File: src/rtl/z80_bus_tracer.sv
// Passive Z80 bus monitor: classifies each completed bus cycle and queues one
// {type, addr, data} record per cycle in a show-ahead FIFO with drop accounting.
module z80_bus_tracer #(
    parameter int DEPTH = 8,
    parameter int CNT_W = 8
) (
    input  logic                     clk,
    input  logic                     reset,
    input  logic                     enable,
    input  logic                     clr_ovf,
    input  logic                     m1_n,
    input  logic                     mreq_n,
    input  logic                     iorq_n,
    input  logic                     rd_n,
    input  logic                     wr_n,
    input  logic                     rfsh_n,
    input  logic [15:0]              A,
    input  logic [7:0]               di,
    input  logic [7:0]               dout,
    output logic                     rec_valid,
    input  logic                     rec_ready,
    output logic [2:0]               rec_type,
    output logic [15:0]              rec_addr,
    output logic [7:0]               rec_data,
    output logic [$clog2(DEPTH):0]   level,
    output logic                     overflow,
    output logic [CNT_W-1:0]         drop_cnt
);
    localparam int AW = $clog2(DEPTH);
    localparam logic [AW:0] FULL_LVL = (AW+1)'(DEPTH);
    localparam logic [2:0] T_OPF = 3'd0, T_MRD = 3'd1, T_MWR = 3'd2,
                           T_IRD = 3'd3, T_IWR = 3'd4, T_INTA = 3'd5;

    typedef enum logic [1:0] {SYNC, IDLE, ACTIVE} state_t;
    state_t state, nxt;

    logic       m1, mreq, iorq, rd, wr;
    logic       act, cyc_start, same;
    logic [2:0] typ;
    logic [7:0] sdata;
    logic       prev_act;
    logic [2:0] prev_type;
    logic       commit, latch, reload;

    logic [2:0]  cap_type,  push_type;
    logic [15:0] cap_addr,  push_addr;
    logic [7:0]  cap_data,  push_data;
    logic        push_q;

    assign m1   = ~m1_n;
    assign mreq = ~mreq_n;
    assign iorq = ~iorq_n;
    assign rd   = ~rd_n;
    assign wr   = ~wr_n;

    always_comb begin
        act = 1'b1;
        typ = T_OPF;
        if (!rfsh_n)              act = 1'b0;
        else if (m1 && iorq)      typ = T_INTA;
        else if (m1 && mreq && rd) typ = T_OPF;
        else if (mreq && rd)      typ = T_MRD;
        else if (mreq && wr)      typ = T_MWR;
        else if (!m1 && iorq && rd) typ = T_IRD;
        else if (iorq && wr)      typ = T_IWR;
        else                      act = 1'b0;
        sdata = (typ == T_MWR || typ == T_IWR || typ == T_INTA) ? dout : di;
    end

    // A cycle starts only on its first active sample, so enable rising mid-cycle is ignored.
    assign cyc_start = act && (!prev_act || typ != prev_type);
    assign same      = act && typ == cap_type;

    always_ff @(posedge clk) begin
        if (reset) state <= SYNC;
        else       state <= nxt;
    end

    always_comb begin
        nxt = state;
        case (state)
            SYNC:    if (!act) nxt = IDLE;
            IDLE:    if (cyc_start && enable) nxt = ACTIVE;
            ACTIVE:  if (!same) nxt = (cyc_start && enable) ? ACTIVE : IDLE;
            default: nxt = SYNC;
        endcase
    end

    always_comb begin
        commit = (state == ACTIVE) && !same;
        reload = (state == ACTIVE) && same;
        latch  = (state == IDLE || commit) && cyc_start && enable;
    end

    // Commit goes through a one-stage register so a back-to-back latch cannot clobber it.
    always_ff @(posedge clk) begin
        if (reset) begin
            prev_act  <= 1'b0;
            prev_type <= '0;
            cap_type  <= '0;
            cap_addr  <= '0;
            cap_data  <= '0;
            push_q    <= 1'b0;
            push_type <= '0;
            push_addr <= '0;
            push_data <= '0;
        end else begin
            prev_act  <= act;
            prev_type <= typ;
            push_q    <= commit;
            if (commit) begin
                push_type <= cap_type;
                push_addr <= cap_addr;
                push_data <= cap_data;
            end
            if (latch) begin
                cap_type <= typ;
                cap_addr <= A;
                cap_data <= sdata;
            end else if (reload) begin
                cap_data <= sdata;
            end
        end
    end

    logic [2:0]  mem_type [DEPTH];
    logic [15:0] mem_addr [DEPTH];
    logic [7:0]  mem_data [DEPTH];
    logic [AW-1:0] rd_ptr, wr_ptr;
    logic pop, accept, drop;

    assign rec_valid = level != '0;
    assign pop       = rec_valid && rec_ready;
    assign accept    = push_q && (level != FULL_LVL || pop);
    assign drop      = push_q && !accept;
    assign rec_type  = mem_type[rd_ptr];
    assign rec_addr  = mem_addr[rd_ptr];
    assign rec_data  = mem_data[rd_ptr];

    always_ff @(posedge clk) begin
        if (reset) begin
            rd_ptr <= '0;
            wr_ptr <= '0;
            level  <= '0;
            for (int i = 0; i < DEPTH; i++) begin
                mem_type[i] <= '0;
                mem_addr[i] <= '0;
                mem_data[i] <= '0;
            end
        end else begin
            if (accept) begin
                mem_type[wr_ptr] <= push_type;
                mem_addr[wr_ptr] <= push_addr;
                mem_data[wr_ptr] <= push_data;
                wr_ptr <= wr_ptr + 1'b1;
            end
            if (pop) rd_ptr <= rd_ptr + 1'b1;
            case ({accept, pop})
                2'b10:   level <= level + 1'b1;
                2'b01:   level <= level - 1'b1;
                default: level <= level;
            endcase
        end
    end

    // A drop in the same cycle as a clear leaves exactly that one drop counted.
    always_ff @(posedge clk) begin
        if (reset) begin
            overflow <= 1'b0;
            drop_cnt <= '0;
        end else if (clr_ovf) begin
            overflow <= drop;
            drop_cnt <= drop ? CNT_W'(1) : '0;
        end else if (drop) begin
            overflow <= 1'b1;
            if (drop_cnt != '1) drop_cnt <= drop_cnt + 1'b1;
        end
    end
endmodule

File: config.mk
export PLATFORM = sky130hd
export DESIGN_NAME = z80_bus_tracer
export DESIGN_NICKNAME = d
export VERILOG_FILES = /design/src/rtl/z80_bus_tracer.sv
export SDC_FILE = /design/constraint.sdc
export NUM_CORES = 1
export LEC_CHECK = 0
export CORE_MARGIN = 2
export CORE_UTILIZATION = 59
export CTS_CLUSTER_SIZE = 8
export DETAILED_ROUTE_END_ITERATION = 10
export PLACE_DENSITY = 0.79
export SLEW_MARGIN = 20
export SYNTH_ARGS = -nofsm -noshare
export SYNTH_HDL_FRONTEND = slang
export SYNTH_SLANG_ARGS = --single-unit
File: constraint.sdc
create_clock -name clk -period 6.45 [get_ports clk]
set_input_delay 1.935 -clock clk [delete_from_list [all_inputs] [get_ports clk]]
set_output_delay 1.935 -clock clk [all_outputs]
set_load 0.05 [all_outputs]
Yosys cells after proc, flatten, opt, wreduce, memory -nomap -nowiden
Memories as Yosys holds them, arrays and structs flattened. A register that Yosys moved wholly into a read port is not among the register bits. Index checks and enable logic that the tools add are counted.

Input port bits: 43. Output and inout port bits: 41. Memories kept: 3. Word-level logic and storage cells: 128. Bits in writable memories: 216. Bits in registers: 80.

Add/sub/neg operators: 5. Reduce and logical (&&, ||, !) cells: 37. Mux-type cells: 49. Bitwise operators: 5. Eq/ne operators: 14.

Memory list: mem_addr (depth 8, width 16, read ports 1, clocked after Yosys merged registers in 1, wr ports 8, line 127) `logic [15:0] mem_addr [DEPTH];`; mem_data (depth 8, width 8, read ports 1, clocked after Yosys merged registers in 1, wr ports 8, line 128) `logic [7:0] mem_data [DEPTH];`; mem_type (depth 8, width 3, read ports 1, clocked after Yosys merged registers in 1, wr ports 8, line 126) `logic [2:0] mem_type [DEPTH];`.

Operators with widths (count): 2-to-1 mux 8 bit (7); 2-to-1 mux 3 bit (17); logical AND 1 bit (18); 2-to-1 mux 1 bit (18); 2-to-1 mux 16 bit (1); OR reduction 16 bit (1); adder 8 x 1 -> 8 bit, second input constant (1); 2-to-1 mux 2 bit (4); != test 8 bit, second input constant (1); one-hot mux 4 bit (2 select lines) (1); nonzero test 2 bit (4); OR reduction 8 bit (1); adder 3 x 1 -> 3 bit, second input constant (2); == test 3 bit, second input constant (2); != test 2 bit, second input constant (3); one-hot mux 2 bit (3 select lines) (1); logical OR 1 bit (5); NOT 1 bit (5); adder 4 x 1 -> 4 bit, second input constant (1); == test 2 x 1 -> 1 bit, second input constant (2); == test 2 bit, second input constant (2); != test 4 bit, second input constant (1); nonzero test 4 bit (1); subtractor 4 x 1 -> 4 bit, second input constant (1); other kinds (8) (10).

Longest topological paths before layout
Gate-level depths: netlist of run 1.

Depth in word-level cells: 17. Gate-level depth with buffers: 10. Mapped depth without buffers: 10.

Least setup slack after synthesis of run 1
No wires, ideal clock.

Kind: input to register. Start point: input rec_ready. End point: memory mem_addr[6][0] (enable). Setup time: 0.449 ns. Required time: 6.001 ns. Buffers on the path: 2. Setup slack: 1.237 ns. Arrival time: 4.765 ns. Cell stages on the path: 6. Cells stage by stage: nor2b_1 -> a21bo_2 -> clkbuf_1 -> or3_1 -> clkbuf_1 -> o21ai_0.

RTL lines: start, declared (line 21) `input logic rec_ready,`; end, declared (line 127).

==> results of run 1 <==
sequential cells by signal, indices dropped and copies added, names as in the netlist, 3 cells and up, named ones only:
register / count
mem_addr: 128
mem_data: 64
mem_type: 24
cap_addr: 16
push_addr: 16
cap_data: 8
drop_cnt: 8
push_data: 8
level: 4
cap_type: 3
prev_type: 3
push_type: 3
rd_ptr: 3
wr_ptr: 3
layer usage:
| layer | GRT usage | share of wire | wire (um) | vias to the layer above |
|---|---|---|---|---|
| met5 | 0 | 0 | 0 | - |
| met4 | 0.0703 | 0.020 | 566 | 0 |
| met3 | 0.0389 | 0.075 | 2080 | 57 |
| met2 | 0.400 | 0.49 | 13500 | 301 |
| met1 | 0.337 | 0.42 | 11500 | 3855 |
| li1 | - | - | - | 3580 |
power groups by stage:
| stage | combinational (uW) | clock [uW] | sequential, uW |
|---|---|---|---|
| CTS | 218 | 1950 | 2140 |
| floorplan | 137 | 0 | 2170 |
| finish | 216 | 1920 | 2140 |
| global route | 230 | 2030 | 2140 |
| detailed placement | 217 | 0 | 2170 |
| global placement | 214 | 0 | 2170 |
logic make-up (layout without fill, tap and decap cells):
logic type	Yosys count	after routing	share of synthesized area
buffers and inverters	76	184	0.0236
AOI/OAI and AO/OA	63	63	0.0427
DFF	299	299	0.617
and+or+nand+nor	350	350	0.151
xor gates and xnor gates	16	16	0.0112
adders and majority gates	7	7	0.00720
muxes	122	122	0.147
cell usage after synthesis, types with 3 or more instances:
cell type and n:
sky130_fd_sc_hd__mux4_2 54, sky130_fd_sc_hd__or3_1 4, sky130_fd_sc_hd__buf_2 3, sky130_fd_sc_hd__nand2b_1 7, sky130_fd_sc_hd__a221oi_1 7, sky130_fd_sc_hd__o2bb2ai_1 7
sky130_fd_sc_hd__or2_2 3, sky130_fd_sc_hd__xor2_1 11, sky130_fd_sc_hd__nor2_1 71, sky130_fd_sc_hd__nor3_1 3, sky130_fd_sc_hd__o21ai_0 9, sky130_fd_sc_hd__mux2i_1 36
sky130_fd_sc_hd__nand4_1 3, sky130_fd_sc_hd__dfxtp_1 83, sky130_fd_sc_hd__mux2_2 32, sky130_fd_sc_hd__edfxtp_1 216, sky130_fd_sc_hd__buf_1 10, sky130_fd_sc_hd__inv_1 25
sky130_fd_sc_hd__and2_1 219, sky130_fd_sc_hd__a221oi_2 10, sky130_fd_sc_hd__nor2b_1 7, sky130_fd_sc_hd__nand3_1 5, sky130_fd_sc_hd__buf_4 4, sky130_fd_sc_hd__clkbuf_1 33
sky130_fd_sc_hd__nand2_1 16, sky130_fd_sc_hd__xnor2_1 4, sky130_fd_sc_hd__a21oi_1 10, sky130_fd_sc_hd__ha_1 6
per-stage QoR:
stage | hold WS [ps] | cell area, sq um
detailed placement | 446 | 14400
floorplan | 432 | 13200
global placement | 448 | 14400
global route | 478 | 15500
finish | 459 | 15500
CTS | 463 | 15500
cell type report:
type	count	area, sq um	share of cell area
sequential	299	8160	0.526
multi-input combinational	558	4780	0.309
clock buffer	54	1120	0.0721
timing repair buffer	103	976	0.0630
tap	280	350	0.0226
inverter	25	93.8	0.00606
clock inverter	2	16.3	0.00105
worst max-delay path by stage:
stage / end / slack, ps / cells after the start / start
after floorplan: mem_addr[6][0] / 1240 / 6 / rec_ready
after global placement: cap_addr[2] / 1450 / 7 / m1_n
after detailed placement: cap_addr[4] / 1310 / 7 / m1_n
after CTS: rec_addr[13] / 1170 / 4 / flop
after global routing: rec_addr[13] / 1080 / 4 / flop
final: rec_addr[13] / 1260 / 4 / flop
worst reg2reg max path, cell delays in order, from the launching register on:
cell                      delay [ps]
sky130_fd_sc_hd__dfxtp_1         430
sky130_fd_sc_hd__nor3_1          110
sky130_fd_sc_hd__a21bo_2         260
sky130_fd_sc_hd__or3_1           470
sky130_fd_sc_hd__nor3_2          140
sky130_fd_sc_hd__buf_4           330
sky130_fd_sc_hd__or2_2           720
==> run summary, run 1 <==
Run status: complete, no violations
Cell at the slowest stage of the critical path: sky130_fd_sc_hd__dfxtp_4
Type of the worst setup path: reg2out
R2r endpoint: mem_addr[0][1]
Dpl hpwl: 15700 um
Worst Path Max Fanout: 33
Post-CTS repair timing setup buffer count: 0
DR DRC count: 0
FILL cells: 1442
Num Clock Sinks: 299
Fraction of power consumed by sequential logic: 0.500
Post-route minimum period: 5190 ps
Layout Utilization: 0.708
Worst slack at placement: 1310 ps
Arrival time at the worst endpoint: 3260 ps
Routability congestion estimate from global placement: 0.811
Core Footprint: 21900 sq um
Average wire length per cell after detail routing: 20.9 um
Number of cells produced by synthesis: 933
Number of antenna violations at the first check in global routing: 0
Die area: 23600 sq um
Area added between synthesis and finish: 17.4%
Warnings from Yosys: 0
1st-pass router iterations: 5
Number of buffers added by the clock tree synthesis step: 43
Clock share of power: 0.449
Clock tree from TritonCTS: done
GR Overflow Total: 0
Source of the worst register-to-register timing path: level[0]
Worst-Skew Late Latency: 510 ps
Drt first-iter violations: 557
Synth Area per Inst: 14.1 sq um
Areal power density over the cells: 276 nW/um^2
Fraction of power spent switching nets: 0.205
Critical hold path startpoint: cap_data[5]
Number of placed instances with taps included: 1265
Slowest stage delay, CP: 780 ps
Clock-pin transition on the worst setup and hold timing paths: 50 ps
Pins over their slew limit: 0
Share of cells above drive strength 1: 0.178
Count of buffers from port buffering: 83
Async S/R FF share, synth: 0
Placement row count: 54
Post-route setup TNS: 0 ps
Pint: 3400 uW
Post-CTS Hold Fix Bufs: 0
Part of the power in combinational logic: 0.051
Most used DFF post-synth: sky130_fd_sc_hd__edfxtp_1
Setup slack of the worst register-to-register path: 3610 ps
Most common cell after layout, fill and taps aside: sky130_fd_sc_hd__and2_1
Die height: 154 um
Leakage: 0.00559 uW
Type of the worst min-delay path: reg2reg
Maximum resistive drop on vdd: 0.000215 V
Required time of the critical path: 4510 ps
Critical path cell sequence: buf_4 -> mux4_2 -> mux2_2 -> clkdlybuf4s50_1
Endpoints failing hold: 0
Vias in the first global route: 8117
Post-Synthesis Cell Area: 13200 sq um
Startpoint Class: flop
Highest-count cells in the layout ignoring fill and taps: 219 x sky130_fd_sc_hd__and2_1, 216 x sky130_fd_sc_hd__edfxtp_1, 82 x sky130_fd_sc_hd__clkdlybuf4s50_1
Non-filler cells in the finished layout: 1321
Post-synth EDFFs: 216
R2R depth: 6
Worst hold endpoint: cap_data[5]
Number of stages on the worst hold path: 1
Final setup margin: 1260 ps
Synthesized net count: 983
Sequential share of the synthesized area: 0.617
Routed via count: 7793
Number of inserted diodes: 0
Number of flip-flops and latches in the synthesized netlist: 299
Max Cap Viol: 0
Io pins: 84
Die Span X: 154 um
Pin count of the biggest net entering global routing: 55
Worst setup skew after layout: 9.06 ps
Maximum level of the CTS H-tree: 2
Setup repair after global routing missed its margin: no
Number of buffers and inverters on the critical path: 2
Sw Pwr: 877 uW
Final layout net count: 1080
Fmax achieved: 193 MHz
Final setup fails: 0
Overall Power: 4270 uW
Most area-consuming cells after synthesis: sky130_fd_sc_hd__edfxtp_1 49%, sky130_fd_sc_hd__dfxtp_1 13%, sky130_fd_sc_hd__and2_1 10%, sky130_fd_sc_hd__mux4_2 9.2%, sky130_fd_sc_hd__mux2i_1 2.7%
Largest delay share family, worst path: buffers and inverters
Post-cts gate resize count: 0
Wire length of the first global-routing pass: 44200 um
Final clock period utilization by the worst path: 0.805
Critical path endpoint category: output pin
Cell type with the highest aggregate area in the netlist: sky130_fd_sc_hd__edfxtp_1
Worst slew pin tran: 1080 ps
Via/cell ratio: 5.90
Number of distinct standard cells referenced by the synthesized netlist: 57
Initial standard-cell utilization of the core: 0.603
Overall global routing resource usage: 0.242
Worst rel slew slack: 0.276
Cell chosen for the clock root: sky130_fd_sc_hd__clkbuf_16
Maximum root-to-sink buffer count: 3
Wirelength, routed: 27600 um
Post-synth top area share: 0.491
Residual antenna-violating net count after detailed routing: 0
No activity file was read; power rests on OpenSTA's default activity.
==> run 2: changes to the inputs <==
--- a/config.mk
+++ b/config.mk
@@ -6,10 +6,10 @@
 export NUM_CORES = 1
 export LEC_CHECK = 0
 export CORE_MARGIN = 2
-export CORE_UTILIZATION = 59
+export CORE_UTILIZATION = 54
 export CTS_CLUSTER_SIZE = 8
 export DETAILED_ROUTE_END_ITERATION = 10
-export PLACE_DENSITY = 0.79
+export PLACE_DENSITY = 0.77
 export SLEW_MARGIN = 20
 export SYNTH_ARGS = -nofsm -noshare
 export SYNTH_HDL_FRONTEND = slang
==> constraint.sdc (replaced) <==
create_clock -name clk -period 4.42 [get_ports clk]
set_input_delay 1.326 -clock clk [delete_from_list [all_inputs] [get_ports clk]]
set_output_delay 1.326 -clock clk [all_outputs]
set_load 0.05 [all_outputs]
==> run summary, run 2 (synthesis gave the netlist of run 1 again) <==
Pint: 5030 uW (was 3400 uW)
Required time of the critical path: 3090 ps (was 4510 ps)
Endpoints failing hold: 0 (unchanged)
Share of cells above drive strength 1: 0.186 (was 0.178)
Post-route setup TNS: 0 ps (unchanged)
Post-CTS Hold Fix Bufs: 0 (unchanged)
R2R depth: 10 (was 6)
Finished Cell Area: 15700 sq um (was 15500 sq um)
Routed via count: 7874 (was 7793)
Post-CTS repair timing setup buffer count: 0 (unchanged)
Maximum root-to-sink buffer count: 3 (unchanged)
GR Overflow Total: 0 (unchanged)
Routability congestion estimate from global placement: 0.790 (was 0.811)
Fraction of power spent switching nets: 0.207 (was 0.205)
Fraction of power consumed by sequential logic: 0.491 (was 0.500)
Initial standard-cell utilization of the core: 0.546 (was 0.603)
Cell chosen for the clock root: sky130_fd_sc_hd__clkbuf_16 (unchanged)
Residual antenna-violating net count after detailed routing: 0 (unchanged)
Overall global routing resource usage: 0.228 (was 0.242)
Io pins: 84 (unchanged)
Average wire length per cell after detail routing: 20.5 um (was 20.9 um)
Arrival time at the worst endpoint: 2890 ps (was 3260 ps)
Worst setup skew after layout: 14.8 ps (was 9.06 ps)
FILL cells: 1693 (was 1442)
Worst slew pin tran: 753 ps (was 1080 ps)
Count of buffers from port buffering: 83 (unchanged)
Number of flip-flops under the largest register name: 128 (unchanged)
Clock-pin transition on the worst setup and hold timing paths: 50 ps (about the same)
Die area: 25700 sq um (was 23600 sq um)
Non-filler cells in the finished layout: 1377 (was 1321)
Drt first-iter violations: 473 (was 557)
Number of buffers added by the clock tree synthesis step: 43 (unchanged)
Critical path endpoint category: output pin (unchanged)
Area added between synthesis and finish: 19.1% (was 17.4%)
Leakage: 0.00567 uW (was 0.00559 uW)
Die Span X: 160 um (was 154 um)
Pin count of the biggest net entering global routing: 64 (was 55)
Fmax achieved: 237 MHz
Post-cts gate resize count: 0 (unchanged)
Worst-Skew Late Latency: 520 ps (was 510 ps)
Core Footprint: 24200 sq um (was 21900 sq um)
Type of the worst min-delay path: reg2reg (unchanged)
Via/cell ratio: 5.72 (was 5.90)
Run status: complete, no violations (unchanged)
Post-route minimum period: 4220 ps
Sw Pwr: 1310 uW (was 877 uW)
Maximum resistive drop on vdd: 0.000286 V (was 0.000215 V)
Post-DP Area: 14500 sq um (was 14400 sq um)
Wire length of the first global-routing pass: 45100 um (was 44200 um)
Hold slack final: 464 ps (was 459 ps)
Placement row count: 57 (was 54)
Number of antenna violations at the first check in global routing: 0 (unchanged)
Max Cap Viol: 0 (unchanged)
Clock tree from TritonCTS: done (unchanged)
Clock share of power: 0.458 (was 0.449)
Final setup fails: 0 (unchanged)
Startpoint Class: flop (unchanged)
Final clock period utilization by the worst path: 0.954
Setup repair after global routing missed its margin: no (unchanged)
Num Clock Sinks: 299 (unchanged)
Pins over their slew limit: 0 (unchanged)
DR DRC count: 0 (unchanged)
Final layout net count: 1089 (was 1080)
Maximum level of the CTS H-tree: 2 (unchanged)
Highest-count cells in the layout ignoring fill and taps: 219 x sky130_fd_sc_hd__and2_1, 216 x sky130_fd_sc_hd__edfxtp_1, 82 x sky130_fd_sc_hd__clkdlybuf4s50_1 (unchanged)
Setup slack of the worst register-to-register path: 1740 ps (was 3610 ps)
Number of placed instances with taps included: 1318 (was 1265)
Die height: 160 um (was 154 um)
Number of inserted diodes: 0 (unchanged)
Vias in the first global route: 8213 (was 8117)
Type of the worst setup path: reg2out (unchanged)
1st-pass router iterations: 5 (unchanged)
Most common cell after layout, fill and taps aside: sky130_fd_sc_hd__and2_1 (unchanged)
Number of stages on the worst hold path: 1 (unchanged)
Largest regs: mem_addr: 128 flops, mem_data: 64 flops, mem_type: 24 flops (unchanged)
Top register by number of flip-flops: mem_addr (unchanged)
Wirelength, routed: 28200 um (was 27600 um)
Dpl hpwl: 17000 um (was 15700 um)
Worst Path Max Fanout: 25 (was 33)
Areal power density over the cells: 404 nW/um^2 (was 276 nW/um^2)
Part of the power in combinational logic: 0.051 (about the same)
Worst rel slew slack: 0.494 (was 0.276)
## run 2: worst paths after layout
kind | startpoint | to
hold reg to reg | cap_data[3] | cap_data[3]
setup / recovery | flop | rec_addr[14]
setup reg to reg | level[0] | level[3]
hold / removal | cap_data[3] | cap_data[3]
## run 2: worst max-delay path, stage by stage (launching register included)
cell,delay (ps)
sky130_fd_sc_hd__dfxtp_4,490
sky130_fd_sc_hd__buf_12,280
sky130_fd_sc_hd__mux4_2,550
sky130_fd_sc_hd__mux2_2,320
sky130_fd_sc_hd__clkdlybuf4s50_1,710
## run 2: metal layers
| layer | up-vias | GRT usage | share of wire |
|---|---|---|---|
| met5 | - | 0 | 0 |
| met4 | 0 | 0.0635 | 0.018 |
| met3 | 36 | 0.0374 | 0.061 |
| met2 | 265 | 0.384 | 0.49 |
| met1 | 3967 | 0.311 | 0.43 |
| li1 | 3606 | - | - |
## run 2: metrics by stage
step	util	total power [uW]	worst slack, ps
final	0.650	6350	202
after global routing	0.650	6540	107
after CTS	0.650	6390	175
after detailed placement	0.601	3500	352
after global placement	0.601	3490	439
after floorplan	-	3360	-184
## run 2: final cells by class
cell class	count	area, sq um	share of cell area
timing repair buffer	112	1110	0.0704
clock inverter	4	56.3	0.00358
inverter	25	93.8	0.00597
sequential	299	8150	0.519
clock buffer	55	1120	0.0713
tap	324	405	0.0258
multi-input combinational	558	4780	0.304
## run 2: power groups by stage
stage / Combinational [uW] / Sequential (uW) / Clock (uW)
final: 326 / 3110 / 2910
after global routing: 348 / 3120 / 3070
after CTS: 330 / 3120 / 2950
after detailed placement: 328 / 3170 / 0
after global placement: 324 / 3160 / 0
after floorplan: 200 / 3160 / 0
==> run 3: changes to the inputs <==
--- a/config.mk
+++ b/config.mk
@@ -10,7 +10,7 @@
 export CTS_CLUSTER_SIZE = 8
 export DETAILED_ROUTE_END_ITERATION = 10
 export PLACE_DENSITY = 0.77
-export SLEW_MARGIN = 20
+export SLEW_MARGIN = 40
 export SYNTH_ARGS = -nofsm -noshare
 export SYNTH_HDL_FRONTEND = slang
 export SYNTH_SLANG_ARGS = --single-unit
==> results of run 3 <==
Same layout as run 2: the final DEF is identical, and so are final timing and power.
